`src/rtl/usbf_txn_seq_if.sv`:
```
// usbf_txn_seq_if
//   Bundles the signals between the USB packet decoder/endpoint/TX side and
//   the transaction sequencer.
//   master : decoder-side view. It drives token/PID/RX status, endpoint
//            status and tx_done, and it observes the sequencer outputs.
//   slave  : sequencer-side view (usbf_txn_seq).
//   Signals:
//     fa           function address of this device
//     token_*      token strobe, address and endpoint; crc5_err and pid_cks_err
//     pid_*        decoded PID flags
//     rx_*         RX byte strobe, end-of-data strobe and crc16_err
//     ep_stall/rdy status of the selected endpoint
//     ep_sel       endpoint latched for the current transaction
//     data_wr      buffer write strobe
//     data_commit  OUT/SETUP packet accepted
//     in_commit    IN packet ACKed by the host
//     tx_req/kind  packet request to TX, held until tx_done
//     sof_pulse    valid SOF seen
//     to_err       data or ACK phase timed out
//     busy         sequencer not idle
interface usbf_txn_seq_if;
    logic [6:0] fa;
    logic       token_valid;
    logic [6:0] token_fadr;
    logic [3:0] token_endp;
    logic       crc5_err;
    logic       pid_cks_err;
    logic       pid_OUT, pid_IN, pid_SETUP, pid_PING, pid_SOF, pid_ACK, pid_DATA0, pid_DATA1;
    logic       rx_data_valid;
    logic       rx_data_done;
    logic       crc16_err;
    logic       ep_stall;
    logic       ep_rdy;
    logic [3:0] ep_sel;
    logic       data_wr;
    logic       data_commit;
    logic       in_commit;
    logic       tx_req;
    logic [2:0] tx_kind;
    logic       tx_done;
    logic       sof_pulse;
    logic       to_err;
    logic       busy;

    modport master (
        output fa, token_valid, token_fadr, token_endp, crc5_err, pid_cks_err,
               pid_OUT, pid_IN, pid_SETUP, pid_PING, pid_SOF, pid_ACK, pid_DATA0, pid_DATA1,
               rx_data_valid, rx_data_done, crc16_err, ep_stall, ep_rdy, tx_done,
        input  ep_sel, data_wr, data_commit, in_commit, tx_req, tx_kind, sof_pulse, to_err, busy
    );

    modport slave (
        input  fa, token_valid, token_fadr, token_endp, crc5_err, pid_cks_err,
               pid_OUT, pid_IN, pid_SETUP, pid_PING, pid_SOF, pid_ACK, pid_DATA0, pid_DATA1,
               rx_data_valid, rx_data_done, crc16_err, ep_stall, ep_rdy, tx_done,
        output ep_sel, data_wr, data_commit, in_commit, tx_req, tx_kind, sof_pulse, to_err, busy
    );
endinterface

```
`src/rtl/usbf_txn_seq.sv`:
```
// usbf_txn_seq
//   USB function transaction sequencer. It sits behind the packet decoder and
//   does the following:
//   - qualifies tokens against the function address;
//   - tracks the DATA0/1 toggles of each endpoint;
//   - gates RX buffer writes;
//   - requests handshake and data packets from TX;
//   - times out data and ACK phases that never arrive.
//   All outputs are registered, so each appears one cycle after its event.
//   Ports:
//     clk  clock
//     rst  asynchronous active-high reset
//     bus  usbf_txn_seq_if.slave (see interface header for signal list)
//   Parameters:
//     TO_CYC  idle-bus timeout in clk cycles (RX_DATA and WAIT_ACK)
//     TO_W    timeout counter width, TO_CYC < 2**TO_W
module usbf_txn_seq #(
    parameter int TO_CYC = 622,
    parameter int TO_W   = 10
) (
    input  logic          clk,
    input  logic          rst,
    usbf_txn_seq_if.slave bus
);
    typedef enum logic [2:0] {IDLE, RX_DATA, HS_SEND, TX_DATA, WAIT_ACK} state_t;

    localparam logic [2:0] KIND_ACK   = 3'd0;
    localparam logic [2:0] KIND_NAK   = 3'd1;
    localparam logic [2:0] KIND_STALL = 3'd2;

    state_t          state, state_nx;
    logic [3:0]      ep_q, ep_nx;
    logic            is_setup_q, is_setup_nx;
    logic [TO_W-1:0] cnt_q, cnt_nx;
    logic [15:0]     out_tgl_q, out_tgl_nx;
    logic [15:0]     in_tgl_q, in_tgl_nx;
    logic [2:0]      kind_q, kind_nx;
    logic            data_wr_q, data_wr_nx;
    logic            commit_q, commit_nx;
    logic            in_commit_q, in_commit_nx;
    logic            sof_q, sof_nx;
    logic            to_err_q, to_err_nx;

    // Shared qualifiers used by both next-state and datapath logic.
    logic       tok_ok, sof_ok, ack_ok, timeout, data_ok;
    logic [2:0] hs_kind;

    assign tok_ok  = bus.token_valid & ~bus.crc5_err & ~bus.pid_cks_err & (bus.token_fadr == bus.fa);
    assign sof_ok  = bus.token_valid & bus.pid_SOF & ~bus.crc5_err & ~bus.pid_cks_err;
    assign ack_ok  = bus.token_valid & bus.pid_ACK & ~bus.pid_cks_err;
    assign timeout = (cnt_q == TO_W'(TO_CYC - 1));
    // A finished data packet is answered only if its CRC is good and it really was DATA0/1.
    assign data_ok = bus.rx_data_done & ~bus.crc16_err & (bus.pid_DATA0 | bus.pid_DATA1);
    // STALL beats NAK beats ACK for PING and OUT/SETUP handshakes.
    assign hs_kind = bus.ep_stall ? KIND_STALL : (~bus.ep_rdy ? KIND_NAK : KIND_ACK);

    // State and registered outputs.
    always_ff @(posedge clk or posedge rst) begin
        if (rst) begin
            state       <= IDLE;
            ep_q        <= '0;
            is_setup_q  <= 1'b0;
            cnt_q       <= '0;
            // NOTE: the toggle bits are 32 discrete flops and not a RAM, so they take the async reset like any other state.
            out_tgl_q   <= '0;
            in_tgl_q    <= '0;
            kind_q      <= '0;
            data_wr_q   <= 1'b0;
            commit_q    <= 1'b0;
            in_commit_q <= 1'b0;
            sof_q       <= 1'b0;
            to_err_q    <= 1'b0;
        end else begin
            // NOTE: non-blocking assignment, so every flop here samples the pre-edge values.
            state       <= state_nx;
            ep_q        <= ep_nx;
            is_setup_q  <= is_setup_nx;
            cnt_q       <= cnt_nx;
            out_tgl_q   <= out_tgl_nx;
            in_tgl_q    <= in_tgl_nx;
            kind_q      <= kind_nx;
            data_wr_q   <= data_wr_nx;
            commit_q    <= commit_nx;
            in_commit_q <= in_commit_nx;
            sof_q       <= sof_nx;
            to_err_q    <= to_err_nx;
        end
    end

    // Next-state logic.
    always_comb begin
        // NOTE: give a default before the case, so that no path leaves the variable unassigned and infers a latch.
        state_nx = state;
        unique case (state)
            IDLE: begin
                if (tok_ok) begin
                    if (bus.pid_OUT | bus.pid_SETUP)
                        state_nx = RX_DATA;
                    else if (bus.pid_IN)
                        state_nx = (bus.ep_stall | ~bus.ep_rdy) ? HS_SEND : TX_DATA;
                    else if (bus.pid_PING)
                        state_nx = HS_SEND;
                end
            end
            // When done and timeout coincide, done wins: it is checked first.
            RX_DATA: begin
                if (bus.rx_data_done)
                    state_nx = data_ok ? HS_SEND : IDLE;
                else if (timeout)
                    state_nx = IDLE;
            end
            HS_SEND:  if (bus.tx_done) state_nx = IDLE;
            TX_DATA:  if (bus.tx_done) state_nx = WAIT_ACK;
            WAIT_ACK: if (bus.token_valid | timeout) state_nx = IDLE;
            default:  state_nx = IDLE;
        endcase
    end

    // Datapath and output next values.
    always_comb begin
        ep_nx        = ep_q;
        is_setup_nx  = is_setup_q;
        cnt_nx       = '0;
        out_tgl_nx   = out_tgl_q;
        in_tgl_nx    = in_tgl_q;
        kind_nx      = kind_q;
        data_wr_nx   = 1'b0;
        commit_nx    = 1'b0;
        in_commit_nx = 1'b0;
        sof_nx       = sof_ok;
        to_err_nx    = 1'b0;
        unique case (state)
            IDLE: begin
                if (tok_ok) begin
                    ep_nx       = bus.token_endp;
                    is_setup_nx = bus.pid_SETUP;
                    if (bus.pid_IN)
                        kind_nx = (bus.ep_stall | ~bus.ep_rdy) ? hs_kind
                                                               : {2'b10, in_tgl_q[bus.token_endp]};
                    else if (bus.pid_PING)
                        kind_nx = hs_kind;
                end
            end
            RX_DATA: begin
                data_wr_nx = bus.rx_data_valid & ~bus.ep_stall & bus.ep_rdy;
                cnt_nx     = bus.rx_data_valid ? '0 : cnt_q + 1'b1;
                if (data_ok) begin
                    kind_nx = hs_kind;
                    // A SETUP always expects DATA0. A PID mismatch is a host retry: we ACK it but do not commit it.
                    if (hs_kind == KIND_ACK &&
                        bus.pid_DATA1 == (is_setup_q ? 1'b0 : out_tgl_q[ep_q])) begin
                        commit_nx = 1'b1;
                        if (is_setup_q) begin
                            out_tgl_nx[ep_q] = 1'b1;
                            in_tgl_nx[ep_q]  = 1'b1;
                        end else begin
                            out_tgl_nx[ep_q] = ~out_tgl_q[ep_q];
                        end
                    end
                end else if (!bus.rx_data_done && timeout) begin
                    to_err_nx = 1'b1;
                end
            end
            WAIT_ACK: begin
                cnt_nx = cnt_q + 1'b1;
                if (ack_ok) begin
                    in_commit_nx    = 1'b1;
                    in_tgl_nx[ep_q] = ~in_tgl_q[ep_q];
                end else if (!bus.token_valid && timeout) begin
                    to_err_nx = 1'b1;
                end
            end
            default: ;
        endcase
    end

    assign bus.ep_sel      = ep_q;
    assign bus.data_wr     = data_wr_q;
    assign bus.data_commit = commit_q;
    assign bus.in_commit   = in_commit_q;
    assign bus.tx_req      = (state == HS_SEND) || (state == TX_DATA);
    assign bus.tx_kind     = kind_q;
    assign bus.sof_pulse   = sof_q;
    assign bus.to_err      = to_err_q;
    assign bus.busy        = (state != IDLE);
endmodule

```
`src/flat_wrapper.sv`:
```
// flat-port wrapper written by rule: the top's interface ports become plain ports
module usbf_txn_seq_flat 
#(
    parameter int TO_CYC = 622,
    parameter int TO_W   = 10
)
  (clk, rst, bus_fa, bus_token_valid, bus_token_fadr, bus_token_endp, bus_crc5_err, bus_pid_cks_err, bus_pid_OUT, bus_pid_IN, bus_pid_SETUP, bus_pid_PING, bus_pid_SOF, bus_pid_ACK, bus_pid_DATA0, bus_pid_DATA1, bus_rx_data_valid, bus_rx_data_done, bus_crc16_err, bus_ep_stall, bus_ep_rdy, bus_tx_done, bus_ep_sel, bus_data_wr, bus_data_commit, bus_in_commit, bus_tx_req, bus_tx_kind, bus_sof_pulse, bus_to_err, bus_busy);
  usbf_txn_seq_if bus_i ();
  input  logic clk;
  input  logic rst;
  input wire logic [$bits(bus_i.fa)-1:0] bus_fa;
  input wire logic [$bits(bus_i.token_valid)-1:0] bus_token_valid;
  input wire logic [$bits(bus_i.token_fadr)-1:0] bus_token_fadr;
  input wire logic [$bits(bus_i.token_endp)-1:0] bus_token_endp;
  input wire logic [$bits(bus_i.crc5_err)-1:0] bus_crc5_err;
  input wire logic [$bits(bus_i.pid_cks_err)-1:0] bus_pid_cks_err;
  input wire logic [$bits(bus_i.pid_OUT)-1:0] bus_pid_OUT;
  input wire logic [$bits(bus_i.pid_IN)-1:0] bus_pid_IN;
  input wire logic [$bits(bus_i.pid_SETUP)-1:0] bus_pid_SETUP;
  input wire logic [$bits(bus_i.pid_PING)-1:0] bus_pid_PING;
  input wire logic [$bits(bus_i.pid_SOF)-1:0] bus_pid_SOF;
  input wire logic [$bits(bus_i.pid_ACK)-1:0] bus_pid_ACK;
  input wire logic [$bits(bus_i.pid_DATA0)-1:0] bus_pid_DATA0;
  input wire logic [$bits(bus_i.pid_DATA1)-1:0] bus_pid_DATA1;
  input wire logic [$bits(bus_i.rx_data_valid)-1:0] bus_rx_data_valid;
  input wire logic [$bits(bus_i.rx_data_done)-1:0] bus_rx_data_done;
  input wire logic [$bits(bus_i.crc16_err)-1:0] bus_crc16_err;
  input wire logic [$bits(bus_i.ep_stall)-1:0] bus_ep_stall;
  input wire logic [$bits(bus_i.ep_rdy)-1:0] bus_ep_rdy;
  input wire logic [$bits(bus_i.tx_done)-1:0] bus_tx_done;
  output wire logic [$bits(bus_i.ep_sel)-1:0] bus_ep_sel;
  output wire logic [$bits(bus_i.data_wr)-1:0] bus_data_wr;
  output wire logic [$bits(bus_i.data_commit)-1:0] bus_data_commit;
  output wire logic [$bits(bus_i.in_commit)-1:0] bus_in_commit;
  output wire logic [$bits(bus_i.tx_req)-1:0] bus_tx_req;
  output wire logic [$bits(bus_i.tx_kind)-1:0] bus_tx_kind;
  output wire logic [$bits(bus_i.sof_pulse)-1:0] bus_sof_pulse;
  output wire logic [$bits(bus_i.to_err)-1:0] bus_to_err;
  output wire logic [$bits(bus_i.busy)-1:0] bus_busy;
  assign bus_i.fa = bus_fa;
  assign bus_i.token_valid = bus_token_valid;
  assign bus_i.token_fadr = bus_token_fadr;
  assign bus_i.token_endp = bus_token_endp;
  assign bus_i.crc5_err = bus_crc5_err;
  assign bus_i.pid_cks_err = bus_pid_cks_err;
  assign bus_i.pid_OUT = bus_pid_OUT;
  assign bus_i.pid_IN = bus_pid_IN;
  assign bus_i.pid_SETUP = bus_pid_SETUP;
  assign bus_i.pid_PING = bus_pid_PING;
  assign bus_i.pid_SOF = bus_pid_SOF;
  assign bus_i.pid_ACK = bus_pid_ACK;
  assign bus_i.pid_DATA0 = bus_pid_DATA0;
  assign bus_i.pid_DATA1 = bus_pid_DATA1;
  assign bus_i.rx_data_valid = bus_rx_data_valid;
  assign bus_i.rx_data_done = bus_rx_data_done;
  assign bus_i.crc16_err = bus_crc16_err;
  assign bus_i.ep_stall = bus_ep_stall;
  assign bus_i.ep_rdy = bus_ep_rdy;
  assign bus_i.tx_done = bus_tx_done;
  assign bus_ep_sel = bus_i.ep_sel;
  assign bus_data_wr = bus_i.data_wr;
  assign bus_data_commit = bus_i.data_commit;
  assign bus_in_commit = bus_i.in_commit;
  assign bus_tx_req = bus_i.tx_req;
  assign bus_tx_kind = bus_i.tx_kind;
  assign bus_sof_pulse = bus_i.sof_pulse;
  assign bus_to_err = bus_i.to_err;
  assign bus_busy = bus_i.busy;
  usbf_txn_seq #(.TO_CYC(TO_CYC), .TO_W(TO_W)) u_core (.clk(clk), .rst(rst), .bus(bus_i));
endmodule
```
`config.mk`:
```
export PLATFORM = sky130hd
export DESIGN_NAME = usbf_txn_seq_flat
export DESIGN_NICKNAME = d
export VERILOG_FILES = /design/src/rtl/usbf_txn_seq_if.sv /design/src/rtl/usbf_txn_seq.sv /design/src/flat_wrapper.sv
export SDC_FILE = /design/constraint.sdc
export NUM_CORES = 1
export LEC_CHECK = 0
export BUFFER_PORTS_ARGS = -buffer_cell sky130_fd_sc_hd__buf_2
export CAP_MARGIN = 0
export CELL_PAD_IN_SITES_DETAIL_PLACEMENT = 0
export CELL_PAD_IN_SITES_GLOBAL_PLACEMENT = 1
export CORE_ASPECT_RATIO = 1.5
export CORE_UTILIZATION = 40
export DETAILED_ROUTE_END_ITERATION = 8
export PLACE_DENSITY_LB_ADDON = 0.12
export SLEW_MARGIN = 20
export SYNTH_ARGS = -nofsm -noshare
export SYNTH_HDL_FRONTEND = slang
export SYNTH_SLANG_ARGS = --single-unit
export TNS_END_PERCENT = 1
```
`constraint.sdc`:
```
create_clock -name clk -period 2.5 [get_ports clk]
set_input_delay 0.5 -clock clk [delete_from_list [all_inputs] [get_ports clk]]
set_output_delay 0.5 -clock clk [all_outputs]
set_load 0.02 [all_outputs]
```
==> summary.txt <==
Worst setup path
  • Critical-path cell list: buf_4 > mux2i_1 > a211o_1 > or3_4 > a211o_4 > a311oi_2 > mux2_4
  • Max Fanout on Critical Path: 8
  • Cell family with most CP delay: compound AO/OA/AOI/OAI gates
  • Arrival time at the worst endpoint: 2.83 ns
  • Crit path kind: reg2reg
  • Critical Path RT: 2.71 ns
  • Worst r2r src: u_core.bus.ep_sel[1]$_DFFE_PP0P_
  • CP max-delay cell: dfrtp_2
  • Critical Path End Type: flop
  • Crit path launch: u_core.bus.ep_sel[1]$_DFFE_PP0P_
  • Worst path depth: 7
  • Worst Path Buf+Inv: 1
  • Startpoint types: flop
  • Crit-path max cell delay: 0.46 ns
  • R2R depth: 7

CTS
  • H-tree depth: 3
  • Worst skew pair latency: 0.32 ns
  • Deepest clock path buffer count: 2
  • CTS Buf Count: 9
  • CTS tree: built
  • CTS Hold Bufs: 0
  • Worst-path clk slew: 0.05 ns
  • Clk root buf: clkbuf_16
  • CTS Sinks: 58

Global routing
  • Grt met2 use: 41.64%
  • Global route hottest layer: met2
  • Largest net degree at the start of global routing: 59
  • Grt total ovfl: 0
  • Initial antenna violation count: 0
  • Vias in the first global route: 3131
  • GR Util met1: 26.99%
  • First-pass GRT wire length: 15.79 mm
  • Met3 Use GR: 3.828%
  • GRT Total Usage: 23.36%

Layout
  • Layout cells sized above 1: 35.40%
  • Nets: 469
  • Antenna diode count: 0
  • Finished Cell Area: 4516 µm²
  • Layout Cells excl Fill: 542
  • Syn-to-layout area delta: 29.82%

Synth
  • Most common cell in the netlist: dfrtp_1
  • Dominant cell type by area after synthesis: dfrtp_1
  • Synth Instances: 348
  • Post-synthesis sequential area ratio: 41.73%
  • Number of synthesized flops with an enable pin: 0
  • YS warnings: 0
  • Synth cell types: 53
  • Mapped Area: 3478 µm²
  • Yosys top cell area share: 41.73%
  • Synth Net Count: 387
  • Number of synthesized register bits: 58
  • Primary FF master, synth: dfrtp_1
  • Top post-synthesis cells by count: dfrtp_1 (58), nor2_1 (33), a21oi_1 (23)
  • Synthesized area per cell: 9.995 µm²
  • Synth top area cells: dfrtp_1 (42%), mux4_2 (6.5%), mux2_1 (5.5%), o2bb2ai_1 (4.0%), nor2_1 (3.6%)
  • Ys async rst share: 100.0%

STA
  • Final setup skew: 0.008626 ns
  • Setup_tns: -1.146 ns
  • Slew of the pin with the lowest slew margin: 0.8559 ns
  • RSZ-0062 raised after global routing: true
  • Fin. Hold Viols: 0
  • Max-slew violation count: 0
  • Setup violators final: 16
  • FMAX: 380.7 MHz
  • Worst setup margin: -0.1271 ns
  • Post-route minimum period: 2.627 ns
  • Max_slew headroom: 42.94%
  • Final period util: 105.1%

Placed design
  • Port Buffer Count: 50
  • Pre-CTS setup slack: -0.2950 ns
  • Estimated wirelength of the detail-placed design: 6.892 mm
  • Placer Congestion: 0.8853
  • Dpl cells: 516
  • Placed cell areas: 4079 µm²

Outcome
  • Violated checks: setup timing
  • Status: finished, violations left

Floorplanning
  • Site row count: 41
  • Die X-Extent: 78.14 µm
  • Core region area: 8413 µm²
  • Die area: 9081 µm²
  • Chip Height: 116.2 µm
  • Initial Util: 41.34%
  • IO Pins: 51

Power and ir drop
  • Pwr/cell area: 684.9 nW/µm²
  • Max IR drop VDD: 0.0004386 V
  • Leakage: 1.954 nW

Drt
  • DRC: 0
  • DRT iter0 DRCs: 155
  • DRT Wirelength: 9.965 mm
  • Vias/cell: 5.644
  • DRT antenna net count: 0
  • Post-DR wirelength/cell: 18.39 µm
  • First-pass DRT Iterations: 4
  • Via count: 3059

Hold path
  • Tightest Hold Check Type: in2async

Flow run
  • Max_cap viols: 0
==> per-stage QoR <==
step / utilization (%) / hold slack, ns / total power [mW]
4_1_cts: 52.71 / 0.2444 / 3.109
3_3_place_gp: 48.48 / 0.4811 / 1.902
5_1_grt: 53.67 / 0.2880 / 3.251
3_5_place_dp: 48.48 / 0.4879 / 1.910
6_report: 53.67 / 0.2350 / 3.093
2_1_floorplan: - / 0.4697 / 1.626
==> routing by layer <==
layer,up-vias,part of all wire (%),routed length [µm]
met2,62,54,5424
met5,-,0,0
met1,1523,40,4009
met4,0,2.4,235
li1,1458,-,-
met3,16,3.0,294
==> cells by family (layout without fill, tap and decap cells) <==
family	Yosys count	count (layout)	share of synthesized area (%)
multiplexers	40	40	15.97
AND/OR/NAND/NOR	110	111	16.80
XOR/XNOR	13	13	3.273
adder cells (fa/ha/maj)	2	2	0.7193
AO/OA/AOI/OAI	90	91	16.98
flip-flops	58	58	41.73
buffers and inverters	35	120	4.532
==> sequential cells by signal, summed over array words and instances (netlist names) <==
signal / count
u_core.is_setup_q: 1
u_core.state: 3
u_core.bus.to_err: 1
u_core.out_tgl_q: 16
u_core.bus.data_wr: 1
u_core.in_tgl_q: 16
u_core.bus.data_commit: 1
u_core.bus.sof_pulse: 1
u_core.bus.ep_sel: 4
u_core.bus.in_commit: 1
u_core.cnt_q: 10
u_core.bus.tx_kind: 3
==> power breakdown <==
group | total [mW] | leakage [nW] | switching (mW) | internal [mW]
logic | 0.804 | 1.07 | 0.431 | 0.373
registers | 1.13 | 0.736 | 0.0896 | 1.04
clock network | 1.16 | 0.143 | 0.409 | 0.748
==> timing repair <==
action,4_1_cts,5_1_grt
gates cloned,1,1
endpoints found under the setup margin,16,16
gates resized for setup,6,9
pin swaps,4,8
setup buffers,6,2
==> layout make-up <==
cell class,count,area (µm²)
timing repair buffer,94,593.1
clock inverter,2,10.01
tap,107,133.9
multi-input combinational,257,2012
sequential,58,1455
inverter,10,37.54
clock buffer,14,274.0
fill,804,3897
==> placed cells by master, fill, tap and decap left out, drive strengths merged, types with 7 or more instances in the layout <==
master   instances
a31oi           10
nor2b            7
nor2            33
nand2           16
xor2            11
nand3           10
nor3            10
dfrtp           58
clkbuf          14
mux4            10
mux2            24
o2bb2ai         16
a21oi           23
buf             94
o21ai           22
inv             10
==> tightest hold or removal path, delay by kind of cell <==
| family | cells | cell delay (ns) |
|---|---|---|
| buffers and inverters | 3 | 0.45 |
==> path summary, 6_finish.rpt <==
kind,end,slack (ns)
max,u_core.in_tgl_q[14]$_DFFE_PP0P_,-0.13
min,u_core.bus.ep_sel[2]$_DFFE_PP0P_,0.23
max reg2reg,u_core.in_tgl_q[14]$_DFFE_PP0P_,-0.13
min reg2reg,u_core.bus.tx_kind[2]$_DFFE_PP0P_,0.50
max in group asynchronous,u_core.state[2]$_DFFE_PP0P_,1.98
min in group clk,u_core.bus.sof_pulse$_DFF_PP0_,0.39
Note: power is estimated with default switching activity, not from simulation.
